### src/rtl/uart_rx_fifo_pkg.sv
// -----------------------------------------------------------------------------
// uart_rx_fifo_pkg
// Shared types for the UART receive buffer.
//   rx_entry_t : one stored character, {error, data}
//   ENTRY_W    : width of rx_entry_t in bits
// No ports (package).
// -----------------------------------------------------------------------------
package uart_rx_fifo_pkg;

   localparam int ENTRY_W = 9;

   typedef struct packed {
      logic       error;
      logic [7:0] data;
   } rx_entry_t;

endpackage

### src/rtl/uart_fifo_ram.sv
// -----------------------------------------------------------------------------
// uart_fifo_ram
// 2**ADDR_W x WIDTH register array: synchronous write, asynchronous read.
// Storage is intentionally not reset; the owner masks unused entries.
// Ports:
//   clk   : write clock
//   we    : write enable
//   waddr : write address
//   wdata : write data
//   raddr : read address
//   rdata : read data (combinational from raddr)
// -----------------------------------------------------------------------------
module uart_fifo_ram #(
   parameter int ADDR_W = 4,
   parameter int WIDTH  = 9
) (
   input  logic              clk,
   input  logic              we,
   input  logic [ADDR_W-1:0] waddr,
   input  logic [WIDTH-1:0]  wdata,
   input  logic [ADDR_W-1:0] raddr,
   output logic [WIDTH-1:0]  rdata
);

   logic [WIDTH-1:0] mem [2**ADDR_W];

   always_ff @(posedge clk) begin
      if (we) begin
         mem[waddr] <= wdata;
      end
   end

   assign rdata = mem[raddr];

endmodule

### src/rtl/uart_rx_fifo.sv
// -----------------------------------------------------------------------------
// uart_rx_fifo
// Receive buffer behind the UART receiver. Captures {error, data} on the
// receiver strobe, presents the head entry show-ahead, and reports fill level,
// sticky overflow and a character-timeout indication.
// Ports:
//   clk, resetb     : clock, asynchronous active-low reset
//   clr             : synchronous flush (pointers, count, overflow, idle)
//   wr_en/wr_data/wr_error : receiver strobe, byte and error flag
//   rd_en           : pop request, honoured only when rd_valid
//   rd_valid        : FIFO not empty
//   rd_data/rd_error: head entry, 0 when empty
//   count           : stored entries, 0..2**DEPTH_LOG2
//   full            : count at maximum
//   overflow        : sticky, a write was dropped while full
//   overflow_clr    : clears overflow
//   timeout_cycles  : idle threshold, 0 disables
//   timeout         : data pending with no activity for timeout_cycles
// -----------------------------------------------------------------------------
module uart_rx_fifo
   import uart_rx_fifo_pkg::*;
#(
   parameter int DEPTH_LOG2    = 4,
   parameter int TIMEOUT_WIDTH = 16
) (
   input  logic                     clk,
   input  logic                     resetb,
   input  logic                     clr,
   input  logic                     wr_en,
   input  logic [7:0]               wr_data,
   input  logic                     wr_error,
   input  logic                     rd_en,
   output logic                     rd_valid,
   output logic [7:0]               rd_data,
   output logic                     rd_error,
   output logic [DEPTH_LOG2:0]      count,
   output logic                     full,
   output logic                     overflow,
   input  logic                     overflow_clr,
   input  logic [TIMEOUT_WIDTH-1:0] timeout_cycles,
   output logic                     timeout
);

   localparam int DEPTH = 2**DEPTH_LOG2;
   localparam logic [DEPTH_LOG2:0]      CNT_MAX = (DEPTH_LOG2+1)'(DEPTH);
   localparam logic [DEPTH_LOG2:0]      CNT_ONE = (DEPTH_LOG2+1)'(1);
   localparam logic [DEPTH_LOG2-1:0]    PTR_ONE = (DEPTH_LOG2)'(1);
   localparam logic [TIMEOUT_WIDTH-1:0] IDLE_ONE = (TIMEOUT_WIDTH)'(1);

   logic [DEPTH_LOG2-1:0]    wr_ptr;
   logic [DEPTH_LOG2-1:0]    rd_ptr;
   logic [DEPTH_LOG2:0]      cnt;
   logic                     ovf;
   logic [TIMEOUT_WIDTH-1:0] idle;
   logic                     tmo;

   logic      empty;
   logic      is_full;
   logic      pop;
   logic      wr_acc;
   logic      wr_drop;
   logic      activity;
   rx_entry_t wr_entry;
   rx_entry_t head_entry;

   function automatic logic [TIMEOUT_WIDTH-1:0] sat_inc(
      input logic [TIMEOUT_WIDTH-1:0] v
   );
      return (&v) ? v : v + IDLE_ONE;
   endfunction

   assign empty   = (cnt == '0);
   assign is_full = (cnt == CNT_MAX);

   // clr wins over everything: strobes in a flush cycle are discarded.
   // A pop frees a slot in the same edge, so a full FIFO still accepts a write.
   assign pop      = rd_en && !empty && !clr;
   assign wr_acc   = wr_en && !clr && (!is_full || pop);
   assign wr_drop  = wr_en && !clr && is_full && !pop;
   assign activity = wr_acc || pop || clr;

   assign wr_entry = '{error: wr_error, data: wr_data};

   uart_fifo_ram #(
      .ADDR_W (DEPTH_LOG2),
      .WIDTH  (ENTRY_W)
   ) u_ram (
      .clk   (clk),
      .we    (wr_acc),
      .waddr (wr_ptr),
      .wdata (wr_entry),
      .raddr (rd_ptr),
      .rdata (head_entry)
   );

   always_ff @(posedge clk or negedge resetb) begin
      if (!resetb) begin
         wr_ptr <= '0;
         rd_ptr <= '0;
         cnt    <= '0;
      end else if (clr) begin
         wr_ptr <= '0;
         rd_ptr <= '0;
         cnt    <= '0;
      end else begin
         if (wr_acc) wr_ptr <= wr_ptr + PTR_ONE;
         if (pop)    rd_ptr <= rd_ptr + PTR_ONE;
         case ({wr_acc, pop})
            2'b10:   cnt <= cnt + CNT_ONE;
            2'b01:   cnt <= cnt - CNT_ONE;
            default: cnt <= cnt;
         endcase
      end
   end

   // Setting beats clearing so a drop in the clear cycle is never lost.
   always_ff @(posedge clk or negedge resetb) begin
      if (!resetb) begin
         ovf <= 1'b0;
      end else if (wr_drop) begin
         ovf <= 1'b1;
      end else if (clr || overflow_clr) begin
         ovf <= 1'b0;
      end
   end

   // The compare uses the current idle value, so timeout rises one edge after
   // idle reaches the threshold; activity forces it low on the following edge.
   always_ff @(posedge clk or negedge resetb) begin
      if (!resetb) begin
         idle <= '0;
         tmo  <= 1'b0;
      end else begin
         if (activity || empty) idle <= '0;
         else                   idle <= sat_inc(idle);
         tmo <= !activity && (timeout_cycles != '0) && !empty &&
                (idle >= timeout_cycles);
      end
   end

   assign rd_valid = !empty;
   assign rd_data  = empty ? 8'h00 : head_entry.data;
   assign rd_error = empty ? 1'b0  : head_entry.error;
   assign count    = cnt;
   assign full     = is_full;
   assign overflow = ovf;
   assign timeout  = tmo;

endmodule

### config.mk
export PLATFORM = sky130hd
export DESIGN_NAME = uart_rx_fifo
export DESIGN_NICKNAME = d
export VERILOG_FILES = /design/src/rtl/uart_rx_fifo_pkg.sv /design/src/rtl/uart_fifo_ram.sv /design/src/rtl/uart_rx_fifo.sv
export SDC_FILE = /design/constraint.sdc
export NUM_CORES = 1
export LEC_CHECK = 0
export ABC_AREA = 0
export BUFFER_PORTS_ARGS = -buffer_cell sky130_fd_sc_hd__buf_2
export CAP_MARGIN = 10
export CORE_MARGIN = 2
export CORE_UTILIZATION = 60
export DETAILED_ROUTE_END_ITERATION = 8
export PLACE_DENSITY = 0.76
export RECOVER_POWER = 100
export SLEW_MARGIN = 20
export SYNTH_ARGS = -nofsm -noshare
export SYNTH_HDL_FRONTEND = slang
export SYNTH_SLANG_ARGS = --single-unit
### constraint.sdc
create_clock -name clk -period 2.9 [get_ports clk]
set_input_delay 0.435 -clock clk [delete_from_list [all_inputs] [get_ports clk]]
set_output_delay 0.435 -clock clk [all_outputs]
set_load 0.02 [all_outputs]
==> metrics.md, run 1 <==
| Metric | Value |
|---|---|
| Status | `finished with violations` |
| Failing checks | `capacitance limit, slew limit` |
| Clock slew seen by the registers of the worst setup and hold paths | `0.06 ns` |
| Max Clock Freq | `0.3541 GHz` |
| Total number of vias | `4,416` |
| CTS Buffer Depth | `2` |
| DR pass1 iterations | `5` |
| Initial core utilization | `61.65%` |
| Place WS | `-0.02226 ns` |
| Fillers | `883` |
| Final ANT Viol Nets | `0` |
| GRT Total Usage | `23.93%` |
| Worst EP arrival | `2.39 ns` |
| Row count | `41` |
| Final hold viol count | `0` |
| DPL Wire Length | `9.914 mm` |
| PortBufs | `48` |
| # DRC | `0` |
| Hold path startpoint | `overflow_clr` |
| Die Area | `0.01389 mm2` |
| Ys flop type | `edfxtp_1` |
| Most common cell after layout, fill and taps aside | `edfxtp_1` |
| Worst R2R End | `count[4]$_DFFE_PN0P_` |
| Nets@finish | `610` |
| Avg Synthesized Cell Area | `15.78 um2` |
| Final worst path period need | `2.824 ns` |
| Maximum vdd drop | `502.0 uV` |
| Synth Net Count | `550` |
| Area grow syn2layout | `13.48%` |
| Root Buffer | `clkbuf_16` |
| Hold-fix buffers, CTS | `0` |
| Crit Reg-Reg Startpoint | `count[0]$_DFFE_PN0P_` |
| Max-slew violations | `32` |
| Layout cell share with drive strength beyond 1 | `18.37%` |
| Async SR Flop Fraction | `17.71%` |
| Static Leak | `3.113 nW` |
| Commonest cells after routing, fill and taps aside | `edfxtp_1 (144), nor2_1 (37), mux4_2 (36), dfrtp_1 (31)` |
| Worst rel slew slack | `-12.72%` |
| TritonCTS clock tree | `done` |
| Worst hold stages | `3` |
| Htree depth | `4` |
| Origin of the worst setup path | `rd_ptr[0]$_DFFE_PN0P_` |
| Initial antenna violation count | `0` |
| Register bit total from synthesis | `175` |
| # clock sinks | `175` |
| Final cell count without fillers | `738` |
| Die width | `117.9 um` |
| Final setup vio count | `0` |
| Crit share post-route | `97.38%` |
| Vias in the first global route | `4,568` |
| Via density | `5.984` |
| Power Dens Cells | `777.0 mW/mm2` |
| Synth warn | `0` |
| Post-route worst setup slack | `0.07600 ns` |
| R2r worst-path depth | `11` |
| GPL Wtd Cong | `0.8234` |
| Crit path launch type | `flip-flop` |
| Number of synthesized flops with an enable pin | `144` |
| Core Area | `0.01262 mm2` |
| R2R Setup Slk | `0.18 ns` |
| Worst slew pin tran | `1.691 ns` |
| Postcts setup bufs | `0` |
| First-pass GRT wire length | `24.80 mm` |
| Avg WL per Cell | `20.84 um` |
| Setup Crit Path Kind | `flip-flop to output port` |
| Max-capacitance violation count | `1` |
| Synthesized area | `0.007780 mm2` |
| Worst Path Max Fanout | `36` |
| Total gr overflow | `0` |
| Post-Synthesis Cells | `493` |
| Post-synthesis sequential area ratio | `65.55%` |
| Iteration-0 DRC Markers | `248` |
| Min-delay worst type | `input port to flip-flop` |
| Clock Latency Late Sink | `0.43 ns` |
| Routed WL | `15.38 mm` |
| Placed cells | `706` |
| I/O Pins | `49` |
| Fin Clk Skew | `0.01050 ns` |
| CTS Buf Count | `17` |
| Largest net degree at the start of global routing | `38` |
| Netlist cell types | `48` |
| Hold Path Sink | `overflow$_DFFE_PN0P_` |
| Critical Path End Type | `output port` |
| Die Y | `117.9 um` |
| Required time of the critical path | `2.47 ns` |
| Diode count | `0` |
synthesized netlist by cell type (all sizes together), types with 6 or more instances:
master / number / area (um2)
a21oi: 17 / 85.08
nand4: 6 / 43.79
nand3: 10 / 50.05
nor2: 37 / 138.9
nand2: 17 / 63.81
and2: 10 / 62.56
xor2: 16 / 140.1
o22ai: 10 / 62.56
edfxtp: 144 / 4324
o21ai: 7 / 35.03
dfrtp: 31 / 775.7
inv: 29 / 108.9
nor4: 9 / 62.56
buf: 10 / 52.55
mux2i: 19 / 190.2
and3: 6 / 37.54
mux4: 36 / 810.8
ha: 25 / 312.8
clkbuf: 10 / 37.54
cell families (layout without fill, tap and decap cells):
| group | after synthesis | count (layout) | synth area share (%) |
|---|---|---|---|
| AO/OA/AOI/OAI | 50 | 50 | 4.326 |
| XOR/XNOR | 18 | 18 | 2.026 |
| adder cells (fa/ha/maj) | 26 | 26 | 4.278 |
| buffers and inverters | 49 | 122 | 2.557 |
| flip-flops | 175 | 175 | 65.55 |
| multiplexers | 59 | 59 | 13.44 |
| AND/OR/NAND/NOR | 116 | 116 | 7.816 |
final cells by class:
type | instances | area (um2) | area share, %
clock buffer | 19 | 432.9 | 4.904
clock inverter | 13 | 186.4 | 2.112
inverter | 29 | 108.9 | 1.233
multi-input combinational | 269 | 2476 | 28.05
sequential | 175 | 5100 | 57.77
tap | 172 | 215.2 | 2.438
timing repair buffer | 61 | 309.0 | 3.501
sequential cells by signal (all words and copies together) (netlist names):
signal	flops
idle	16
count	5
overflow	1
timeout	1
u_ram.mem	144
wr_ptr	4
rd_ptr	4
worst max path at each step:
stage,end,slack [ns],cells after the start
6_report,rd_data[2],0.08,5
5_1_grt,count[4]$_DFFE_PN0P_,-0.04,11
4_1_cts,count[4]$_DFFE_PN0P_,0.05,11
3_5_place_dp,count[4]$_DFFE_PN0P_,-0.02,11
3_3_place_gp,count[4]$_DFFE_PN0P_,0.21,11
2_1_floorplan,count[4]$_DFFE_PN0P_,0.02,11
worst max-delay path: stages (launching register included):
cell and delay (ns):
dfrtp_1 0.47, buf_12 0.32, mux4_2 0.57, mux2i_1 0.24
o22ai_1 0.16, clkbuf_2 0.19
report_power, final:
group	leakage (nW)	internal (W)	switching, W
Sequential	1.72	0.00279	0.0000884
Combinational	1.09	0.000709	0.000895
Clock	0.302	0.00145	0.000932
Total	3.11	0.00494	0.00192
stage by stage:
stage          power (W)  cell area [um2]   TNS, ns  hold WS [ns]  util, %
6_report        0.006860             8828         0        0.3224    69.96
5_1_grt         0.007129             8828  -0.04093        0.3393    69.96
2_1_floorplan   0.004103             7780         0        0.1394        -
4_1_cts         0.006944             8924         0       0.07662    70.71
3_5_place_dp    0.004573             8303  -0.02226        0.5275    65.79
3_3_place_gp    0.004533             8294         0        0.5228    65.72
repair_timing:
action,CTS,global route
gates cloned,0,0
pin swaps,0,0
setup endpoints to repair,1,11
gates resized for setup,1,2
routing by layer:
layer / routed length, um / GRT usage, %
met5: 0 / 0
met4: 340 / 9.413
met3: 781 / 4.893
met2: 8001 / 39.90
met1: 6258 / 31.23
Power figures use the tool's default switching activity.
==> inputs of run 2 (changes only) <==
--- a/config.mk
+++ b/config.mk
@@ -9,9 +9,9 @@
 export BUFFER_PORTS_ARGS = -buffer_cell sky130_fd_sc_hd__buf_2
 export CAP_MARGIN = 10
 export CORE_MARGIN = 2
-export CORE_UTILIZATION = 60
+export CORE_UTILIZATION = 40
 export DETAILED_ROUTE_END_ITERATION = 8
-export PLACE_DENSITY = 0.76
+export PLACE_DENSITY = 0.53
 export RECOVER_POWER = 100
 export SLEW_MARGIN = 20
 export SYNTH_ARGS = -nofsm -noshare
==> metrics.md, run 2 (synthesized netlist as in run 1, its figures left out) <==
| Metric | Value |
|---|---|
| Status | `finished with violations` |
| Failing checks | `capacitance limit, slew limit` |
| Initial antenna violation count | `0 (unchanged)` |
| Most common cell after layout, fill and taps aside | `edfxtp_1` |
| GPL Wtd Cong | `0.8285 (+0.62%)` |
| Crit path launch type | `flip-flop` |
| DR pass1 iterations | `4 (-1)` |
| Diode count | `0 (unchanged)` |
| Htree depth | `4 (unchanged)` |
| PortBufs | `48 (unchanged)` |
| Initial core utilization | `40.37% (-21 points)` |
| Final hold viol count | `0 (unchanged)` |
| Clock slew seen by the registers of the worst setup and hold paths | `0.06 ns (about the same)` |
| Final ANT Viol Nets | `0 (unchanged)` |
| Commonest cells after routing, fill and taps aside | `edfxtp_1 (144), nor2_1 (37), mux4_2 (36), dfrtp_1 (30)` |
| Crit share post-route | `94.59% (-2.8 points)` |
| Vias in the first global route | `4,623 (+1.2%)` |
| Worst EP arrival | `2.31 ns (-0.08 ns)` |
| Max-capacitance violation count | `1 (unchanged)` |
| Total gr overflow | `0 (unchanged)` |
| Fillers | `1,776 (+100%)` |
| Max Clock Freq | `0.3645 GHz (+2.9%)` |
| RSZ-0062 raised after global routing | `no` |
| Die Area | `0.02058 mm2 (+48%)` |
| Min-delay worst type | `input port to flip-flop` |
| Critical Path End Type | `output port` |
| Via density | `5.149 (-14%)` |
| Final worst path period need | `2.743 ns (-0.08083 ns)` |
| DPL Wire Length | `10.99 mm (+11%)` |
| Final core utilization | `45.96% (-24 points)` |
| Total negative slack | `0 ns (unchanged)` |
| Largest register by flop count | `u_ram.mem` |
| Avg WL per Cell | `19.61 um (-5.9%)` |
| CTS Buf Count | `17 (unchanged)` |
| # clock sinks | `175 (unchanged)` |
| Row count | `51 (+24%)` |
| Layout cell share with drive strength beyond 1 | `18.28% (-0.097 points)` |
| Largest net degree at the start of global routing | `38 (unchanged)` |
| Worst rel slew slack | `-18.42% (-5.7 points)` |
| CTS Buffer Depth | `2 (unchanged)` |
| Worst Path Max Fanout | `9 (-75%)` |
| Die width | `143.5 um (+22%)` |
| Maximum vdd drop | `517.1 uV (+3.0%)` |
| Static Leak | `3.067 nW (-1.5%)` |
| Power Dens Cells | `735.0 mW/mm2 (-5.4%)` |
| Final setup vio count | `0 (unchanged)` |
| Root Buffer | `clkbuf_16` |
| Post-route worst setup slack | `0.1568 ns (+0.08083 ns)` |
| Fin Clk Skew | `0.005774 ns (-0.004724 ns)` |
| Die Y | `143.5 um (+22%)` |
| Total number of vias | `4,294 (-2.8%)` |
| Required time of the critical path | `2.47 ns (about the same)` |
| Max FFs per register | `144 (unchanged)` |
| I/O Pins | `49 (unchanged)` |
| Clock Latency Late Sink | `0.42 ns (about the same)` |
| Nets@finish | `615 (+0.82%)` |
| First-pass GRT wire length | `25.76 mm (+3.9%)` |
| Iteration-0 DRC Markers | `226 (-8.9%)` |
| GRT Total Usage | `17.08% (-6.9 points)` |
| Core Area | `0.01927 mm2 (+53%)` |
| Setup Crit Path Kind | `flip-flop to output port` |
| # DRC | `0 (unchanged)` |
| Hold-fix buffers, CTS | `0 (unchanged)` |
| Tightest hold margin | `0.3442 ns (+0.02181 ns)` |
| Area grow syn2layout | `13.85%` |
| TritonCTS clock tree | `done` |
| Routed WL | `16.35 mm (+6.3%)` |
| Max-slew violations | `32 (unchanged)` |
| Worst slew pin tran | `1.776 ns (+0.08554 ns)` |
| Place WS | `0.1492 ns (+0.1714 ns)` |
==> run 2: final cells by class <==
class                           count  area, um2  area share, %
Inverter                           29      108.9          1.229
Multi-Input combinational cell    269       2465          27.83
Tap cell                          265      331.6          3.743
Timing Repair Buffer               66      334.1          3.772
Sequential cell                   175       5101          57.59
Clock inverter                     13      91.34          1.031
Clock buffer                       17      425.4          4.803
==> run 2: critical path, cell delays in order, from the launching register on <==
cell      delay (ns)
dfrtp_1         0.70
clkbuf_1        0.58
mux2i_1         0.31
o22ai_1         0.11
clkbuf_2        0.18
==> run 2: what timing repair did <==
item | 4_1_cts | 5_1_grt
setup buffers | 0 | 0
endpoints found under the hold margin | 0 | 0
resized for setup | 0 | 2
setup endpoints to repair | 0 | 2
==> run 2: metal layers <==
layer  routed length (um)  track usage, %  vias to the layer above
met2                 7921           28.15                       99
met1                 7351           23.13                     2161
li1                     -               -                     2028
met3                 1007           3.765                        6
met4                   74           4.386                        0
met5                    0               0                        -
==> run 2: where the power goes <==
| group | switching [W] | internal, W | total [W] | leakage (nW) |
|---|---|---|---|---|
| combinational | 0.000931 | 0.000721 | 0.00165 | 1.10 |
| clock | 0.000917 | 0.00108 | 0.00200 | 0.243 |
| sequential | 0.0000683 | 0.00279 | 0.00286 | 1.72 |
==> run 2: path summary, 6_finish.rpt <==
path	startpoint	endpoint	slack, ns	depth (start not counted)
max	rd_ptr[2]$_DFFE_PN0P_	rd_data[6]	0.16	4
min	overflow_clr	overflow$_DFFE_PN0P_	0.34	3
max reg2reg	count[3]$_DFFE_PN0P_	count[4]$_DFFE_PN0P_	0.28	10
min reg2reg	idle[14]$_DFFE_PN0P_	idle[14]$_DFFE_PN0P_	0.59	2
max in group asynchronous	resetb	rd_ptr[0]$_DFFE_PN0P_	1.26	1
min in group asynchronous	resetb	count[0]$_DFFE_PN0P_	0.48	1
==> run 2: metrics by stage <==
stage          cell area, um2  power, W  instances
3_5_place_dp             8448  0.004635        804
3_3_place_gp             8448  0.004623        804
4_1_cts                  8965  0.006651        834
5_1_grt                  8857  0.006833        834
6_report                 8857  0.006510        834
2_1_floorplan            7780  0.004103        493
==> inputs of run 3 (changes only) <==
--- a/config.mk
+++ b/config.mk
@@ -6,12 +6,13 @@
 export NUM_CORES = 1
 export LEC_CHECK = 0
 export ABC_AREA = 0
+export ABC_CLOCK_PERIOD_IN_PS = 2900
 export BUFFER_PORTS_ARGS = -buffer_cell sky130_fd_sc_hd__buf_2
 export CAP_MARGIN = 10
 export CORE_MARGIN = 2
 export CORE_UTILIZATION = 40
 export DETAILED_ROUTE_END_ITERATION = 8
-export PLACE_DENSITY = 0.53
+export PLACE_DENSITY_LB_ADDON = 0.1
 export RECOVER_POWER = 100
 export SLEW_MARGIN = 20
 export SYNTH_ARGS = -nofsm -noshare
==> metrics.md, run 3 (synthesized netlist as in run 1, its figures left out) <==
| Metric | Value |
|---|---|
| Status | `finished with violations` |
| Failing checks | `capacitance limit, slew limit` |
| GPL Wtd Cong | `0.8549 (+3.2%)` |
| I/O Pins | `49 (unchanged)` |
| Root Buffer | `clkbuf_16` |
| Die width | `143.5 um (unchanged)` |
| Worst Path Max Fanout | `9 (unchanged)` |
| Commonest cells after routing, fill and taps aside | `edfxtp_1 (144), nor2_1 (37), mux4_2 (36), clkbuf_1 (31), dfrtp_1 (30)` |
| Iteration-0 DRC Markers | `264 (+17%)` |
| Worst rel slew slack | `-19.94% (-1.5 points)` |
| Nets@finish | `611 (-0.65%)` |
| Most common cell after layout, fill and taps aside | `edfxtp_1` |
| Total number of vias | `4,437 (+3.3%)` |
| Critical Path End Type | `output port` |
| Hold Path Sink | `overflow$_DFFE_PN0P_` |
| PortBufs | `48 (unchanged)` |
| Core Area | `0.01927 mm2 (unchanged)` |
| Max-slew violations | `32 (unchanged)` |
| Max Clock Freq | `0.3692 GHz (+1.3%)` |
| Fin Clk Skew | `0.01074 ns (+0.004966 ns)` |
| CTS Buffer Depth | `2 (unchanged)` |
| Final ANT Viol Nets | `0 (unchanged)` |
| Htree depth | `4 (unchanged)` |
| Placed cells | `800 (-0.50%)` |
| Largest register by flop count | `u_ram.mem` |
| Routed WL | `16.40 mm (+0.27%)` |
| DPL Wire Length | `10.55 mm (-4.0%)` |
| Slowest stage delay, CP | `0.45 ns (-0.25 ns)` |
| Clock Latency Late Sink | `0.43 ns (about the same)` |
| Power Dens Cells | `770.4 mW/mm2 (+4.8%)` |
| Area grow syn2layout | `14.89%` |
| Maximum vdd drop | `530.0 uV (+2.5%)` |
| Worst hold stages | `3 (unchanged)` |
| DR pass1 iterations | `4 (unchanged)` |
| Initial core utilization | `40.37% (unchanged)` |
| First-pass GRT wire length | `25.74 mm (about the same)` |
| Worst EP arrival | `2.27 ns (-0.04 ns)` |
| Largest net degree at the start of global routing | `40 (+5.3%)` |
| Worst R2R End | `count[4]$_DFFE_PN0P_` |
| Fillers | `1,753 (-1.3%)` |
| Max-capacitance violation count | `1 (unchanged)` |
| Total negative slack | `0 ns (unchanged)` |
| Final hold viol count | `0 (unchanged)` |
| Final worst path period need | `2.709 ns (-0.03450 ns)` |
| CTS Buf Count | `17 (unchanged)` |
| Total gr overflow | `0 (unchanged)` |
| Final cell count without fillers | `832 (-0.24%)` |
| # clock sinks | `175 (unchanged)` |
| Final setup vio count | `0 (unchanged)` |
| Crit Reg-Reg Startpoint | `count[0]$_DFFE_PN0P_` |
| R2R Setup Slk | `0.28 ns (about the same)` |
| Row count | `51 (unchanged)` |
| RSZ-0062 raised after global routing | `no` |
| Max FFs per register | `144 (unchanged)` |
| CP Cell Sequence | `nor4_2 > nand2b_1 > buf_4 > nand2_1 > o22ai_1 > clkbuf_2` |
| Power, Total | `0.006887 W (+5.8%)` |
| R2r worst-path depth | `10 (unchanged)` |
| GRT Total Usage | `17.04% (-0.039 points)` |
| Die Area | `0.02058 mm2 (unchanged)` |
| Crit share post-route | `93.40% (-1.2 points)` |
| Worst slew pin tran | `1.799 ns (+0.02276 ns)` |
| Final core utilization | `46.38% (+0.42 points)` |
| Tightest hold margin | `0.3197 ns (-0.02448 ns)` |
| Hold path startpoint | `overflow_clr` |
| Min-delay worst type | `input port to flip-flop` |
| Required time of the critical path | `2.47 ns (about the same)` |
| Via density | `5.333 (+3.6%)` |
| Vias in the first global route | `4,652 (+0.63%)` |
| Clock slew seen by the registers of the worst setup and hold paths | `0.07 ns (about the same)` |
| Static Leak | `3.102 nW (+1.1%)` |
| Die Y | `143.5 um (unchanged)` |
| # DRC | `0 (unchanged)` |
| Setup Crit Path Kind | `flip-flop to output port` |
| TritonCTS clock tree | `done` |
| Initial antenna violation count | `0 (unchanged)` |
| Diode count | `0 (unchanged)` |
| Layout cell share with drive strength beyond 1 | `18.34% (+0.064 points)` |
| Crit path launch type | `flip-flop` |
| Avg WL per Cell | `19.71 um (+0.51%)` |
| Slowest cell on the critical path | `dfrtp_1` |
==> run 3: how the worst max path moves through the flow <==
| stage | startpoint | endpoint | slack (ns) | cells past startpoint |
|---|---|---|---|---|
| floorplan | count[0]$_DFFE_PN0P_ | count[4]$_DFFE_PN0P_ | 0.02 | 11 |
| global placement | count[1]$_DFFE_PN0P_ | count[4]$_DFFE_PN0P_ | 0.26 | 11 |
| detailed placement | count[0]$_DFFE_PN0P_ | count[4]$_DFFE_PN0P_ | 0.23 | 10 |
| CTS | count[1]$_DFFE_PN0P_ | rd_data[1] | 0.15 | 6 |
| global route | count[0]$_DFFE_PN0P_ | count[4]$_DFFE_PN0P_ | 0.02 | 11 |
| finish | count[1]$_DFFE_PN0P_ | rd_data[6] | 0.19 | 6 |
==> run 3: report_power, final <==
part	switching, W	total [W]	internal [W]
Clock	0.000987	0.00235	0.00137
Combinational	0.000940	0.00167	0.000728
Sequential	0.0000768	0.00286	0.00279
==> run 3: area by class of cell <==
cell class / count / area (um2) / area share [%]
Timing Repair Buffer: 62 / 324.1 / 3.625
Tap cell: 265 / 331.6 / 3.709
Inverter: 29 / 108.9 / 1.218
Sequential cell: 175 / 5101 / 57.07
Clock buffer: 17 / 425.4 / 4.759
Multi-Input combinational cell: 269 / 2464 / 27.56
Clock inverter: 15 / 183.9 / 2.058
==> run 3: stage by stage <==
stage	cell area, um2	setup WS, ns
3_3_place_gp	8431	0.2583
3_5_place_dp	8431	0.2251
4_1_cts	9040	0.1528
6_report	8939	0.1913
5_1_grt	8939	0.01845
2_1_floorplan	7780	0.02490
==> run 3: worst max-delay path: cells and delay by family, from the launching register on <==
family / cells / cell delay (ns)
flip-flops: 1 / 0.45
buffers and inverters: 2 / 0.38
AO/OA/AOI/OAI: 1 / 0.22
AND/OR/NAND/NOR: 3 / 0.79
==> run 3: per-layer routing <==
metal  vias to the layer above  GRT usage [%]  wire length, um
li1                       2029              -                -
met5                         -              0                0
met1                      2311          22.12             7373
met3                        14          3.699              476
met4                         0          4.902              176
met2                        83          28.95             8371
==> run 3: what timing repair did <==
action	in CTS	in global routing
endpoints found under the hold margin	0	0
buffers inserted	0	0
hold buffers	0	0
setup endpoints to repair	0	2
resized for setup	0	3
